--- src/rtl/avr_bus_master.sv ---
// AVR-side initiator for the CPLD SRAM bus.
// Shifts the address out serially, then runs a ce/oe/we strobe.
module avr_bus_master #(
  parameter int ADDR_WIDTH    = 21,
  parameter int DATA_WIDTH    = 8,
  parameter int SCK_DIV       = 1,
  parameter int STROBE_CYCLES = 4
) (
  input  logic                  avr_clk,
  input  logic                  avr_reset,
  input  logic                  cmd_valid,
  output logic                  cmd_ready,
  input  logic                  cmd_we,
  input  logic [ADDR_WIDTH-1:0] cmd_addr,
  input  logic [DATA_WIDTH-1:0] cmd_wdata,
  output logic                  rsp_valid,
  output logic [DATA_WIDTH-1:0] rsp_rdata,
  output logic                  avr_si,
  output logic                  avr_sreg_clk,
  output logic                  avr_ce,
  output logic                  avr_oe,
  output logic                  avr_we,
  output logic [DATA_WIDTH-1:0] avr_data_out,
  output logic                  avr_data_oe,
  input  logic [DATA_WIDTH-1:0] avr_data_in
);

  typedef enum logic [2:0] {
    IDLE,
    SHIFT,
    SETUP,
    STROBE,
    HOLD,
    DONE
  } state_t;

  localparam int DW = (SCK_DIV > 1) ? $clog2(SCK_DIV) : 1;
  localparam int BW = (ADDR_WIDTH > 1) ? $clog2(ADDR_WIDTH) : 1;
  localparam int SW = (STROBE_CYCLES > 1) ? $clog2(STROBE_CYCLES) : 1;

  localparam logic [DW-1:0] DIV_LAST = DW'(SCK_DIV - 1);
  localparam logic [BW-1:0] BIT_LAST = BW'(ADDR_WIDTH - 1);
  localparam logic [SW-1:0] STB_LAST = SW'(STROBE_CYCLES - 1);

  state_t state;
  state_t state_nx;

  logic [ADDR_WIDTH-1:0] sr;
  logic                  we_r;
  logic [DATA_WIDTH-1:0] wdata_r;
  logic [DW-1:0]         div_cnt;
  logic                  phase;
  logic [BW-1:0]         bit_cnt;
  logic [SW-1:0]         stb_cnt;

  logic accept;
  logic div_end;
  logic bit_last;
  logic shift_end;
  logic stb_end;

  assign accept    = cmd_valid & (state == IDLE);
  assign div_end   = (div_cnt == DIV_LAST);
  assign bit_last  = (bit_cnt == BIT_LAST);
  assign shift_end = phase & div_end & bit_last;
  assign stb_end   = (stb_cnt == STB_LAST);

  // State register; reset aborts any command in flight.
  always_ff @(posedge avr_clk or posedge avr_reset) begin
    if (avr_reset) begin
      state <= IDLE;
    end else begin
      state <= state_nx;
    end
  end

  // Command latch, shift divider/bit counter, strobe timer, read capture.
  always_ff @(posedge avr_clk or posedge avr_reset) begin
    if (avr_reset) begin
      sr        <= '0;
      we_r      <= 1'b0;
      wdata_r   <= '0;
      div_cnt   <= '0;
      phase     <= 1'b0;
      bit_cnt   <= '0;
      stb_cnt   <= '0;
      rsp_rdata <= '0;
    end else if (accept) begin
      sr      <= cmd_addr;
      we_r    <= cmd_we;
      wdata_r <= cmd_wdata;
      div_cnt <= '0;
      phase   <= 1'b0;
      bit_cnt <= '0;
      stb_cnt <= '0;
    end else if (state == SHIFT) begin
      if (div_end) begin
        div_cnt <= '0;
        phase   <= ~phase;
        if (phase) begin
          sr <= {sr[ADDR_WIDTH-2:0], 1'b0};
          if (!bit_last) begin
            bit_cnt <= bit_cnt + 1'b1;
          end
        end
      end else begin
        div_cnt <= div_cnt + 1'b1;
      end
    end else if (state == STROBE) begin
      if (stb_end) begin
        if (!we_r) begin
          rsp_rdata <= avr_data_in;
        end
      end else begin
        stb_cnt <= stb_cnt + 1'b1;
      end
    end
  end

  // Next state and pin decode from the current state.
  always_comb begin
    state_nx     = state;
    cmd_ready    = 1'b0;
    rsp_valid    = 1'b0;
    avr_si       = 1'b0;
    avr_sreg_clk = 1'b0;
    avr_ce       = 1'b1;
    avr_oe       = 1'b1;
    avr_we       = 1'b1;
    avr_data_oe  = 1'b0;
    avr_data_out = '0;
    unique case (state)
      IDLE: begin
        cmd_ready = 1'b1;
        if (cmd_valid) begin
          state_nx = SHIFT;
        end
      end
      SHIFT: begin
        avr_si       = sr[ADDR_WIDTH-1];
        avr_sreg_clk = phase;
        if (shift_end) begin
          state_nx = SETUP;
        end
      end
      SETUP: begin
        avr_ce       = 1'b0;
        avr_data_oe  = we_r;
        avr_data_out = we_r ? wdata_r : '0;
        state_nx     = STROBE;
      end
      STROBE: begin
        avr_ce       = 1'b0;
        avr_oe       = we_r;
        avr_we       = ~we_r;
        avr_data_oe  = we_r;
        avr_data_out = we_r ? wdata_r : '0;
        if (stb_end) begin
          state_nx = HOLD;
        end
      end
      HOLD: begin
        avr_ce       = 1'b0;
        avr_data_oe  = we_r;
        avr_data_out = we_r ? wdata_r : '0;
        state_nx     = DONE;
      end
      DONE: begin
        rsp_valid = 1'b1;
        state_nx  = IDLE;
      end
      default: begin
        state_nx = IDLE;
      end
    endcase
  end

endmodule

--- config.mk ---
export PLATFORM = sky130hd
export DESIGN_NAME = avr_bus_master
export DESIGN_NICKNAME = d
export VERILOG_FILES = /design/src/rtl/avr_bus_master.sv
export SDC_FILE = /design/constraint.sdc
export NUM_CORES = 1
export LEC_CHECK = 0
export BUFFER_PORTS_ARGS = -buffer_cell sky130_fd_sc_hd__buf_2
export CAP_MARGIN = 20
export CORE_MARGIN = 2
export CORE_UTILIZATION = 40
export CTS_CLUSTER_DIAMETER = 150
export CTS_CLUSTER_SIZE = 25
export DETAILED_ROUTE_END_ITERATION = 7
export GPL_TIMING_DRIVEN = 0
export RECOVER_POWER = 25
export SYNTH_ARGS = -nofsm -noshare
export SYNTH_HDL_FRONTEND = slang
export SYNTH_SLANG_ARGS = --single-unit
--- constraint.sdc ---
create_clock -name avr_clk -period 2.2 [get_ports avr_clk]
set_input_delay 0.44 -clock avr_clk [delete_from_list [all_inputs] [get_ports avr_clk]]
set_output_delay 0.44 -clock avr_clk [all_outputs]
set_load 0.1 [all_outputs]
==> out/results.tsv, run 1 <==
stage	metric	value	unit
synthesis	avgSynthCellArea	9.427	µm²
setup_path	slowest_delay	0.40	ns
power_and_ir_drop	p_sw	2.121	mW
timing	hold_viol_final	0	
timing	hold_slack	0.2665	ns
timing	rsz0062_at_grt	no	
clock_network	cts_tree	done	
clock_network	clk_pin_slew	0.09	ns
routing	dr.pass1.iters	4	
power_and_ir_drop	clockPowerShare	14.6	%
hold_path	hp-class	primary input to asynchronous set/reset pin	
timing	setup_tns	0	ns
grt	grt-ovfl-total	0	
synthesis	syn_nets	293	
job	drv_cap	0	
clock_network	htree_levels	2	
timing	fmax	472.4	MHz
die	start_util	42.11	%
place	gp_congestion	0.7887	
grt	grt_max_degree	30	
die	die_w	80.61	µm
timing	fin_skew	0.002349	ns
die	core	0.005574	mm²
setup_path	start_kind	flop	
die	num_rows	27	
synthesis	synth_seq_cells	49	
routing	drc_errors	0	
cells_and_area	finish.utilization	56.61	%
power_and_ir_drop	ir_drop	690.7	µV
clock_network	clock_path_buffers	2	
setup_path	critical_path_required	1.76	ns
synthesis	seq_area_frac_synth	52.24	%
synthesis	yosys_warnings	0	
synthesis	yosysUniqueCellTypes	35	
clock_network	root_buffer	clkbuf_8	
cells_and_area	finalNonFillerCells	403	
routing	routed-via-count	1995	
power_and_ir_drop	combPwrFrac	52.2	%
place	dp.cells	386	
cells_and_area	final_common_cell	nand2_1	
setup_path	crit_slowest_cell	dfrtp_1	
timing	slew_viol_final	0	
clock_network	clkLatencyLatePin	0.30	ns
cells_and_area	final_cell_mix	nand2_1, buf_2, dfrtp_1	
timing	setup_viol	0	
cells_and_area	n_antenna_cell	0	
grt	grt_pass1_wl	8631	µm
power_and_ir_drop	p_leak	1.558	nW
power_and_ir_drop	finalPower	4.581	mW
grt	antenna_found_initial	0	
clock_network	cts.sink_count	49	
setup_path	end_kind	output pin	
die	design.die.area	0.006497	mm²
setup_path	worstSetupPathType	flop to output pin	
routing	drt_iter0_markers	105	
setup_path	path_cells	buf_6, nor3b_4, o21a_4, and2_4, buf_12	
timing	worst_pin_slew	0.7719	ns
setup_path	critPathBufInv	2	
synthesis	synth_flop_cell	dfrtp_1	
timing	fin_crit	2.117	ns
cells_and_area	final_nets	374	
grt	grt_pass1_vias	1878	
synthesis	synthCells	249	
synthesis	synth_edf_count	0	
setup_path	cp.arrival	1.68	ns
place	portBuffers	64	
timing	fin_crit_sh	96.23	%
clock_network	hold_buffers	0	
power_and_ir_drop	power_density	1452	mW/mm²
grt	grtUsageTotal	17.07	%
place	hpwl	3652	µm
routing	via_per_inst	4.950	
synthesis	async_flop_share	100.0	%
cells_and_area	post_route_cells_drive_above_1_share	36.25	%
status	status	finished clean	
setup_path	critical-path-top-delay-family	simple AND/OR/NAND/NOR gates	
timing	slew_headroom	48.48	%
synthesis	netlist_area	0.002347	mm²
routing	routed_wl	5382	µm
cells_and_area	syn2layout_area_growth	34.44	%
power_and_ir_drop	p_seq_share	33.2	%
cells_and_area	fillCellCount	518	
setup_path	cp_max_fo	8	
power_and_ir_drop	p_int	2.460	mW
clock_network	numCtsBuffers	5	
routing	antenna_left	0	
die	die_y	80.61	µm
power_and_ir_drop	p_sw_share	46.30	%
die	pin_count	65	
routing	wire_per_inst	13.35	µm
==> synthesized netlist by cell type, types with 3 or more instances <==
cell type  count  area, µm²
buf_2          5      25.02
and2_1         8      50.05
o21ai_0        5      25.02
a21oi_1        6      30.03
clkbuf_1       5      18.77
or3_1          3      18.77
nor2_1        23      86.33
nand2_1       71      266.5
buf_6          6      67.56
ha_1           3      37.54
a31oi_1       20      125.1
o31ai_1        3      22.52
dfrtp_1       49       1226
mux2_2         8      90.09
nand3_1        6      30.03
inv_1          6      22.52
==> metal layers <==
layer | part of all wire, % | track usage (%) | vias to the layer above
li1 | - | - | 1006
met1 | 48 | 23.12 | 934
met2 | 46 | 27.25 | 50
met3 | 5.6 | 4.270 | 5
met4 | 0.67 | 4.576 | 0
met5 | 0 | 0 | -
==> worst reg2reg max path: stages (launching register included) <==
cell and delay [ns]:
dfrtp_1 0.42, buf_6 0.16, buf_4 0.13, nor4b_2 0.57, buf_2 0.34, nand2_1 0.09, nand2_1 0.06
==> through the flow <==
stage,area (µm²),setup slack (ns)
6_report,3156,0.08295
2_1_floorplan,2397,-0.1400
3_5_place_dp,2828,-0.01670
5_1_grt,3156,0.003639
4_1_cts,3030,0.0002561
3_3_place_gp,2808,-0.1192
==> what timing repair did <==
| action | in CTS | in global routing |
|---|---|---|
| setup buffers | 1 | 7 |
| endpoints found under the setup margin | 12 | 11 |
| pin swaps | 1 | 3 |
| cloned | 0 | 1 |
| gates resized for setup | 25 | 20 |
==> sequential cells by signal, summed over array words and instances, names as in the netlist <==
| signal | flops |
|---|---|
| rsp_rdata | 8 |
| sr | 21 |
| phase | 1 |
| we_r | 1 |
| wdata_r | 8 |
| state | 3 |
| stb_cnt | 2 |
| bit_cnt | 5 |
==> cells by family after synthesis <==
group	share of synthesized area (%)
and+or+nand+nor	26.17
AOI/OAI and AO/OA	10.13
DFF	52.24
adders and majority gates	1.599
muxes	3.838
buffers and inverters	6.023
==> worst paths after layout <==
check                                       start                      to  slack [ns]  cells after the start
min                                     avr_reset      sr[14]$_DFFE_PP0P_        0.27                      2
max in group asynchronous               avr_reset  bit_cnt[4]$_DFFE_PP0P_        0.77                      3
min in group avr_clk                  cmd_addr[0]       sr[0]$_DFFE_PP0P_        0.32                      3
max                          state[2]$_DFFE_PP0P_         avr_data_out[6]        0.08                      5
min reg2reg                wdata_r[4]$_DFFE_PP0P_  wdata_r[4]$_DFFE_PP0P_        0.48                      2
max reg2reg                  state[2]$_DFFE_PP0P_  wdata_r[0]$_DFFE_PP0P_        0.39                      6
==> area by class of cell <==
cell class                 count  area (µm²)  share of cell area [%]
clock buffer                   7       86.33                   2.736
tap                           72       90.09                   2.855
inverter                       6       22.52                  0.7137
buffer                        17       135.1                   4.282
clock inverter                 1       30.03                  0.9516
sequential                    49        1226                   38.86
multi-input combinational    178        1045                   33.11
timing repair buffer          73       520.5                   16.49
==> power by group through the flow <==
stage | Sequential, mW | Combinational, mW | Clock [mW]
floorplan | 1.76 | 1.58 | 0
global placement | 1.52 | 2.20 | 0
detailed placement | 1.53 | 2.25 | 0
CTS | 1.52 | 2.30 | 0.686
global route | 1.58 | 2.60 | 0.725
finish | 1.52 | 2.39 | 0.670
Note: power is estimated with default switching activity, not from simulation.
==> inputs of run 2 (changes only) <==
==> constraint.sdc (replaced) <==
create_clock -name avr_clk -period 2.2 [get_ports avr_clk]
set_input_delay 0.44 -clock avr_clk [delete_from_list [all_inputs] [get_ports avr_clk]]
set_output_delay 0.44 -clock avr_clk [all_outputs]
set_load 0.005 [all_outputs]
==> run 2 against run 1 <==
Compared with the run above: clock power down 1%; power fell by 21%; register-to-register slack better by 0.04 ns; non-clock buffer count fell by 8; worst hold slack worse by 0.041 ns; first-iteration DRC count increased by 15%; largest power group is now sequential cells; highest routed layer unchanged; cell area down 8.3%; routed wire length is 6.7% lower; setup slack better by 0.019 ns; cell count decreased by 2.2%; global-route usage is 0.19 points higher; fmax rose by 0.92%.
==> out/results.tsv, run 2 (synthesized netlist as in run 1, its figures left out) <==
stage	metric	value	unit
setup_path	r2r-end	we_r$_DFFE_PP0P_	
die	die_w	80.61	µm
grt	antenna_found_initial	0	
routing	wl_met3	264	µm
clock_network	cts_tree	done	
job	drv_cap	0	
power_and_ir_drop	p_leak	1.462	nW
grt	grt_pass1_vias	1913	
cells_and_area	post_route_cells_drive_above_1_share	31.37	%
routing	drt_iter0_markers	121	
setup_path	end_kind	output pin	
setup_path	cpMostUsedCell	buf_2	
timing	setup_tns	0	ns
timing	hold_viol_final	0	
setup_path	crit_slowest_cell	dfrtp_1	
setup_path	reg2reg_depth	5	
clock_network	clock_path_buffers	2	
timing	slew_headroom	47.86	%
routing	wire_per_inst	12.75	µm
clock_network	hold_buffers	0	
setup_path	start_kind	flop	
setup_path	critPathLaunch	state[2]$_DFFE_PP0P_	
timing	fin_skew	0.01356	ns
routing	routed-via-count	1945	
cells_and_area	fin_area	0.002893	mm²
timing	slew_viol_final	0	
cells_and_area	largest_register_ffs	21	
setup_path	path_cells	buf_2, nor3b_4, o21a_4, and2_1, buf_2	
setup_path	critical_path_required	1.76	ns
routing	top_layer	met4	
setup_path	rr_startpoint	state[1]$_DFFE_PP0P_	
cells_and_area	n_antenna_cell	0	
setup_path	worstSetupEndpoint	avr_data_out[2]	
timing	fin_crit	2.098	ns
place	hpwl	3557	µm
routing	drt-met1-wl	2395	µm
setup_path	cp.arrival	1.66	ns
cells_and_area	top_regs	sr: 21 flops, rsp_rdata: 8 flops, wdata_r: 8 flops	
grt	grtUsageTotal	17.26	%
cells_and_area	final_common_cell	nand2_1	
timing	fmax	476.7	MHz
power_and_ir_drop	power_density	1246	mW/mm²
cells_and_area	top_register	sr	
clock_network	cts.sink_count	49	
power_and_ir_drop	ir_drop	515.0	µV
die	start_util	42.11	%
cells_and_area	final_cell_mix	nand2_1, buf_2, dfrtp_1	
routing	via_per_inst	4.937	
die	design.die.area	0.006497	mm²
routing	antenna_left	0	
routing	dr_wl_met2	2292	µm
die	die_y	80.61	µm
routing	routed_wl	5022	µm
grt	grt_pass1_wl	8714	µm
timing	worst_pin_slew	0.7822	ns
setup_path	rrSetupSlack	0.43	ns
die	num_rows	27	
setup_path	slowest_delay	0.38	ns
clock_network	htree_levels	2	
hold_path	hp-class	primary input to asynchronous set/reset pin	
clock_network	clk_pin_slew	0.10	ns
clock_network	numCtsBuffers	5	
clock_network	root_buffer	clkbuf_8	
grt	grt-ovfl-total	0	
clock_network	clkLatencyLatePin	0.31	ns
grt	grt_max_degree	32	
routing	drc_errors	0	
clock_network	cts_setup_buffers	0	
die	core	0.005574	mm²
timing	fin_crit_sh	95.35	%
die	pin_count	65	
timing	rsz0062_at_grt	yes	
routing	dr.pass1.iters	4	
cells_and_area	syn2layout_area_growth	23.24	%
cells_and_area	final_nets	365	
place	dpl_cell_area	0.002778	mm²
place	gp_congestion	0.8106	
timing	setup_viol	0	
setup_path	worstSetupPathType	flop to output pin	
place	portBuffers	64	
status	status	finished clean	
setup_path	cp_max_fo	10	
==> run 2: cell types whose count changed in the layout (fill, tap and decap cells not counted), moves of 2 or more <==
cell    change
and2_1      +8
buf_6       -2
buf_12      -8
and2_4      -8
buf_4      -10
buf_2      +14
==> run 2: power by group <==
| group | total (mW) | internal (mW) | switching, mW |
|---|---|---|---|
| Sequential | 1.51 | 1.29 | 0.218 |
| Clock | 0.660 | 0.341 | 0.319 |
| Combinational | 1.43 | 0.638 | 0.796 |
==> run 2: layer usage <==
metal,vias up,global-route usage [%]
li1,988,-
met1,904,23.32
met2,46,27.17
met3,7,4.157
met4,0,5.763
met5,-,0
==> run 2: worst min path at each step <==
stage / slack (ns) / to / cells past startpoint
floorplan: 0.44 / wdata_r[0]$_DFFE_PP0P_ / 2
global placement: 0.45 / wdata_r[1]$_DFFE_PP0P_ / 2
detailed placement: 0.45 / wdata_r[2]$_DFFE_PP0P_ / 2
CTS: 0.11 / sr[13]$_DFFE_PP0P_ / 2
global route: 0.27 / sr[13]$_DFFE_PP0P_ / 2
finish: 0.23 / sr[13]$_DFFE_PP0P_ / 2
==> run 2: stage by stage <==
| step | total power, mW | utilization (%) | setup slack, ns | cells | hold slack, ns |
|---|---|---|---|---|---|
| after floorplan | 2.540 | - | 0.5748 | 249 | 0.4369 |
| after global placement | 2.934 | 49.47 | -0.1175 | 385 | 0.4520 |
| after detailed placement | 2.976 | 49.83 | 0.3107 | 386 | 0.4539 |
| after CTS | 3.649 | 51.92 | 0.02078 | 394 | 0.1125 |
| after global routing | 3.939 | 51.90 | -0.001877 | 394 | 0.2676 |
| final | 3.603 | 51.90 | 0.1023 | 394 | 0.2260 |
==> run 2: final cells by class <==
| type | instances | area [µm²] |
|---|---|---|
| Fill cell | 549 | 2681 |
| Sequential cell | 49 | 1226 |
| Multi-Input combinational cell | 177 | 993.5 |
| Timing Repair Buffer | 65 | 325.3 |
| Buffer | 17 | 120.1 |
| Tap cell | 72 | 90.09 |
| Clock buffer | 5 | 68.82 |
| Clock inverter | 3 | 46.29 |
| Inverter | 6 | 22.52 |
==> run 2: critical path: cells and delay by family (launching register included) <==
family / cells / cell delay (ns)
compound gates: 1 / 0.20
flops: 1 / 0.38
buf+inv: 2 / 0.34
simple gates: 2 / 0.42
==> run 2: timing repair <==
| item | 4_1_cts | 5_1_grt |
|---|---|---|
| cloned | 0 | 0 |
| pin swaps | 0 | 1 |
| gates resized for setup | 1 | 4 |
| endpoints found under the setup margin | 8 | 9 |
